File: config.mk
export PLATFORM = sky130hd
export DESIGN_NAME = local_history_predictor_param
export DESIGN_NICKNAME = d
export VERILOG_FILES = /design/src/rtl/local_history_predictor_param_pkg.sv /design/src/rtl/local_history_predictor_param_sat_counter_table.sv /design/src/rtl/local_history_predictor_param.sv
export SDC_FILE = /design/constraint.sdc
export NUM_CORES = 1
export LEC_CHECK = 0
export CAP_MARGIN = 15
export CORE_ASPECT_RATIO = 2
export CORE_UTILIZATION = 30
export CTS_CLUSTER_DIAMETER = 100
export DETAILED_ROUTE_END_ITERATION = 8
export GPL_ROUTABILITY_DRIVEN = 0
export SYNTH_ARGS = -nofsm -noshare
export SYNTH_HDL_FRONTEND = slang
export SYNTH_HIERARCHICAL = 1
export SYNTH_SLANG_ARGS = --single-unit
export TNS_END_PERCENT = 1
File: constraint.sdc
create_clock -name clk -period 13.7 [get_ports clk]
set_input_delay 3.425 -clock clk [delete_from_list [all_inputs] [get_ports clk]]
set_output_delay 3.425 -clock clk [all_outputs]
set_load 0.02 [all_outputs]
File: src/rtl/local_history_predictor_param_pkg.sv
// Shared types and helpers for the lc3b parametrised local-history branch predictor.
package local_history_predictor_param_pkg;

   localparam int unsigned LC3B_WORD_W = 16;

   typedef logic [LC3B_WORD_W-1:0] lc3b_word;

   typedef enum logic {
      PRED_INIT = 1'b0,
      PRED_RUN  = 1'b1
   } pred_state_t;

   function automatic int unsigned max_u(input int unsigned a, input int unsigned b);
      return (a > b) ? a : b;
   endfunction

endpackage

File: src/rtl/local_history_predictor_param_sat_counter_table.sv
// Pattern table of saturating counters: combinational read, read-modify-write
// update and a sweep-init write port. Contents are intentionally not reset.
module local_history_predictor_param_sat_counter_table #(
   parameter int unsigned DEPTH_BITS = 4,
   parameter int unsigned CTR_BITS   = 2,
   parameter int unsigned INIT_VAL   = 1
) (
   input  logic                  clk,
   input  logic [DEPTH_BITS-1:0] rd_idx_i,
   output logic [CTR_BITS-1:0]   rd_ctr_c,
   input  logic                  upd_en_i,
   input  logic [DEPTH_BITS-1:0] upd_idx_i,
   input  logic                  upd_taken_i,
   input  logic                  init_en_i,
   input  logic [DEPTH_BITS-1:0] init_idx_i
);

   localparam int unsigned         DEPTH   = 2 ** DEPTH_BITS;
   localparam logic [CTR_BITS-1:0] CTR_MAX = '1;

   logic [CTR_BITS-1:0] ctr_q [DEPTH];
   logic [CTR_BITS-1:0] upd_old_c;
   logic [CTR_BITS-1:0] upd_new_c;

   assign rd_ctr_c  = ctr_q[rd_idx_i];
   assign upd_old_c = ctr_q[upd_idx_i];

   // Saturating step toward the resolved outcome.
   always_comb begin
      upd_new_c = upd_old_c;
      if (upd_taken_i && (upd_old_c != CTR_MAX)) begin
         upd_new_c = upd_old_c + CTR_BITS'(1);
      end else if (!upd_taken_i && (upd_old_c != '0)) begin
         upd_new_c = upd_old_c - CTR_BITS'(1);
      end
   end

   always_ff @(posedge clk) begin
      if (init_en_i) begin
         ctr_q[init_idx_i] <= CTR_BITS'(INIT_VAL);
      end else if (upd_en_i) begin
         ctr_q[upd_idx_i] <= upd_new_c;
      end
   end

endmodule

File: src/rtl/local_history_predictor_param.sv
// Two-level local branch predictor: BHT of per-branch histories indexing a PHT of
// saturating counters, with post-reset table sweep and a saturating mispredict counter.
module local_history_predictor_param
   import local_history_predictor_param_pkg::*;
#(
   parameter int unsigned BHT_IDX_BITS = 4,
   parameter int unsigned HIST_LEN     = 4,
   parameter int unsigned CTR_BITS     = 2,
   parameter int unsigned PC_XOR       = 0,
   parameter int unsigned STAT_BITS    = 16
) (
   input  logic                 clk,
   input  logic                 reset_n,
   input  lc3b_word             lookup_pc,
   output logic                 predict_taken,
   output logic                 ready,
   input  logic                 update_branch_history,
   input  lc3b_word             resolved_pc,
   input  logic                 wb_take_jump,
   input  logic                 wb_predicted_taken,
   input  logic                 clear_stats,
   output logic [STAT_BITS-1:0] mispredict_count
);

   localparam int unsigned          BHT_N     = 2 ** BHT_IDX_BITS;
   localparam int unsigned          PHT_N     = 2 ** HIST_LEN;
   localparam int unsigned          IDX_W     = max_u(BHT_IDX_BITS, HIST_LEN);
   localparam int unsigned          WNT       = (2 ** (CTR_BITS - 1)) - 1;
   localparam logic [IDX_W-1:0]     INIT_LAST = '1;
   localparam logic [STAT_BITS-1:0] STAT_MAX  = '1;

   pred_state_t          state_q, state_d;
   logic [IDX_W-1:0]     init_idx_q, init_idx_d;
   logic                 ready_q, ready_d;
   logic [STAT_BITS-1:0] count_q, count_d;

   logic [HIST_LEN-1:0]     bht_q [BHT_N];
   logic [BHT_IDX_BITS-1:0] lookup_bht_idx, upd_bht_idx;
   logic [HIST_LEN-1:0]     lookup_hist, upd_hist, upd_hist_new;
   logic [HIST_LEN-1:0]     lookup_pht_idx, upd_pht_idx;
   logic [CTR_BITS-1:0]     lookup_ctr;
   logic                    upd_en, bht_init_en, pht_init_en;
   logic                    unused_bits;

   assign upd_en      = update_branch_history & ready_q;
   assign bht_init_en = (state_q == PRED_INIT) && (32'(init_idx_q) < BHT_N);
   assign pht_init_en = (state_q == PRED_INIT) && (32'(init_idx_q) < PHT_N);

   assign lookup_bht_idx = lookup_pc[BHT_IDX_BITS:1];
   assign upd_bht_idx    = resolved_pc[BHT_IDX_BITS:1];
   assign lookup_hist    = bht_q[lookup_bht_idx];
   assign upd_hist       = bht_q[upd_bht_idx];
   assign lookup_pht_idx = (PC_XOR != 0) ? (lookup_hist ^ lookup_pc[HIST_LEN:1]) : lookup_hist;
   assign upd_pht_idx    = (PC_XOR != 0) ? (upd_hist ^ resolved_pc[HIST_LEN:1]) : upd_hist;

   generate
      if (HIST_LEN == 1) begin : g_hist1
         assign upd_hist_new = wb_take_jump;
      end else begin : g_histn
         assign upd_hist_new = {upd_hist[HIST_LEN-2:0], wb_take_jump};
      end
   endgenerate

   // BHT storage; init sweep and updates never overlap since updates need ready.
   always_ff @(posedge clk) begin
      if (bht_init_en) begin
         bht_q[init_idx_q[BHT_IDX_BITS-1:0]] <= '0;
      end else if (upd_en) begin
         bht_q[upd_bht_idx] <= upd_hist_new;
      end
   end

   local_history_predictor_param_sat_counter_table #(
      .DEPTH_BITS (HIST_LEN),
      .CTR_BITS   (CTR_BITS),
      .INIT_VAL   (WNT)
   ) u_pht (
      .clk         (clk),
      .rd_idx_i    (lookup_pht_idx),
      .rd_ctr_c    (lookup_ctr),
      .upd_en_i    (upd_en),
      .upd_idx_i   (upd_pht_idx),
      .upd_taken_i (wb_take_jump),
      .init_en_i   (pht_init_en),
      .init_idx_i  (init_idx_q[HIST_LEN-1:0])
   );

   always_ff @(posedge clk or negedge reset_n) begin
      if (!reset_n) begin
         state_q    <= PRED_INIT;
         init_idx_q <= '0;
         ready_q    <= 1'b0;
         count_q    <= '0;
      end else begin
         state_q    <= state_d;
         init_idx_q <= init_idx_d;
         ready_q    <= ready_d;
         count_q    <= count_d;
      end
   end

   // Init sweep walks every entry of the larger table, then predictor runs until reset.
   always_comb begin
      state_d    = state_q;
      init_idx_d = init_idx_q;
      ready_d    = ready_q;
      count_d    = count_q;
      unique case (state_q)
         PRED_INIT: begin
            init_idx_d = init_idx_q + IDX_W'(1);
            if (init_idx_q == INIT_LAST) begin
               state_d = PRED_RUN;
               ready_d = 1'b1;
            end
         end
         PRED_RUN: begin
            if (clear_stats) begin
               count_d = '0;
            end else if (upd_en && (wb_take_jump != wb_predicted_taken) &&
                         (count_q != STAT_MAX)) begin
               count_d = count_q + STAT_BITS'(1);
            end
         end
      endcase
   end

   assign predict_taken    = ready_q & lookup_ctr[CTR_BITS-1];
   assign ready            = ready_q;
   assign mispredict_count = count_q;

   assign unused_bits = ^{lookup_pc, resolved_pc, lookup_ctr};

endmodule
==> run_results.csv <==
group,metric,value,unit
worst_setup_path,setup.worst_path.class,"primary input to primary output",
worst_setup_path,critPathMaxStageDelay,0.65,ns
layout,mostFrequentLayoutCell,"edfxtp_1",
detailed_routing,avg_vias_per_cell,5.36,
synthesis,netlist_instances,437,
clock_network,cts_tree,"yes",
timing,final_period_minus_worst_setup_slack,10.67,ns
run,maxcap_violations,0,
floorplan,floorplan.rows,74,
clock_network,clock_insertion_delay_worst_skew,0.42,ns
detailed_routing,drt_drc_violations_left,0,
synthesis,yosys_warnings,6,
timing,timing.fmax,93.7,MHz
timing,fin_skew,0.0136,ns
layout,antenna_cells,0,
worst_setup_path,timing.critical_path.fanout_max,12,
timing,setup-violations-final,0,
worst_setup_path,cpLargestDelayFamily,"multiplexers",
floorplan,floorplan.die_area,21200,sq um
worst_setup_path,crit_path_frequent_cell,"mux4_2",
timing,tightest_slew,1.02,ns
detailed_routing,totalWireLength,15000,um
hold_path,timing.hold.worst.start,"ready",
detailed_routing,first_pass_iters,4,
clock_network,cts_resized,0,
global_route,gr-usage-all-layers,15.0,%
layout,instances_no_fill,749,
clock_network,cts-htree-levels,4,
detailed_routing,average_detailed_routed_wire_length_per_instance,20.0,um
floorplan,core-area,20300,sq um
global_route,grt_pass1_vias,4134,
clock_network,postCtsHoldBufs,0,
worst_setup_path,cp_data_arrival_time,7.25,ns
layout,sequential_cell_area,3430,sq um
worst_setup_path,crit-reg2reg-launch,"bht_q[3][2]",
pwr,power.total,0.000919,W
pwr,ratio_of_total_power_to_cell_area,125,nW/um^2
synthesis,syn_area,6190,sq um
floorplan,die_y,205,um
layout,utilization,36.2,%
worst_setup_path,path_cells,"clkdlybuf4s50_1 -> buf_4 -> mux4_2 -> mux4_2 -> mux4_2 -> mux4_2 -> and2_1 -> clkdlybuf4s50_1",
hold_path,hold_path.class,"register to register",
detailed_routing,initialDrtViolationCount,276,
timing,hold_viol,0,
clock_network,post-cts-setup-buffers,0,
layout,final_cell_mix,"96 x edfxtp_1, 45 x nor2_1, 44 x mux4_2",
clock_network,numClockSinks,118,
global_route,grt_remaining_overflow,0,
placed_design,port_buffers,31,
layout,num-nets-final,512,
placed_design,cell_count_after_placement,716,
clock_network,tritoncts.num_buffers,17,
worst_setup_path,cp-end-kind,"primary output",
layout,multi_input_area,2590,sq um
global_route,grt_antenna_before_repair,0,
worst_setup_path,timing.critical_path.required,10.27,ns
clock_network,clock_tree.root_cell,"clkbuf_16",
timing,fraction_of_the_cycle_the_final_worst_path_needs,77.9,%
global_route,grt_start_max_net_pins,23,
synthesis,postSynthNetCount,479,
synthesis,postSynthAreaPerCell,14.2,sq um
floorplan,start_util,30.5,%
outcome,outcome,"finished, final reports clean",
pwr,p_leak,2.43,nW
timing,max-slew-margin-rel,32.1,%
worst_setup_path,crit_path_start,"lookup_pc[1]",
worst_setup_path,cp_slowest_cell,"clkdlybuf4s50_1",
global_route,grt_first_pass_wirelength,23200,um
timing,rsz0062_at_grt,"false",
layout,area_delta_synth_final,18.6,%
layout,final_layout_size_suffix_gt1_share,18.2,%
placed_design,hpwl,11400,um
floorplan,floorplan.die.width,104,um
clock_network,clock_slew_at_reported_path_ffs,0.05,ns
floorplan,ios,56,
detailed_routing,postRouteAntennaNets,0,
detailed_routing,dr_total_vias,4014,
pwr,max-vdd-ir-drop,0.0955,mV
clock_network,clock_path_buffers,2,
worst_setup_path,critPathLaunchType,"primary input",
layout,nFillCells,1899,
timing,finalSetupTns,0,ns
timing,slew_violations,0,
worst_setup_path,critical_path.n_buffers_inverters,3,
==> sequential cells by signal (all words and copies together), names as in the netlist <==
signal and cells:
mispredict_count 16, init_idx_q 4, bht_q 64, state_q 1
ready 1, u_pht/ctr_q 32
==> cell type report <==
class                   instances  share of cell area (%)
repair buffers                 38                    5.05
clock inverters                14                    1.72
inverters                      16                   0.818
well taps                     266                    4.53
flip-flops and latches        118                    46.8
multi-input cells             279                    35.3
clock buffers                  18                    5.85
==> report_power, final <==
part	internal, W	switching (W)
combinational	0.0000408	0.0000562
sequential	0.000402	0.00000403
clock	0.000250	0.000166
==> per-layer routing <==
layer | part of all wire, % | vias up | global-route usage, %
li1 | - | 1846 | -
met1 | 33 | 2043 | 13.2
met2 | 61 | 93 | 30.9
met3 | 2.6 | 32 | 3.15
met4 | 3.4 | 0 | 7.82
met5 | 0 | - | 0
==> metrics by stage <==
stage	hold slack [ns]	instance area, sq um	setup WS, ns
after floorplan	0.554	6190	4.31
after global placement	0.576	6770	3.02
after detailed placement	0.596	6770	2.97
after CTS	0.615	7320	2.97
after global routing	0.652	7340	2.92
final	0.615	7340	3.03
==> path summary, 6_finish.rpt <==
| check | endpoint | slack [ns] | cells past startpoint |
|---|---|---|---|
| max in group asynchronous | init_idx_q[0] | 10.07 | 2 |
| min in group asynchronous | mispredict_count[3] | 3.22 | 1 |
| hold / removal | ready | 0.61 | 1 |
| hold reg to reg | ready | 0.61 | 1 |
| setup reg to reg | u_pht/ctr_q[5][1] | 9.37 | 11 |
| setup / recovery | predict_taken | 3.03 | 8 |
(Power assumes the default switching activity.)
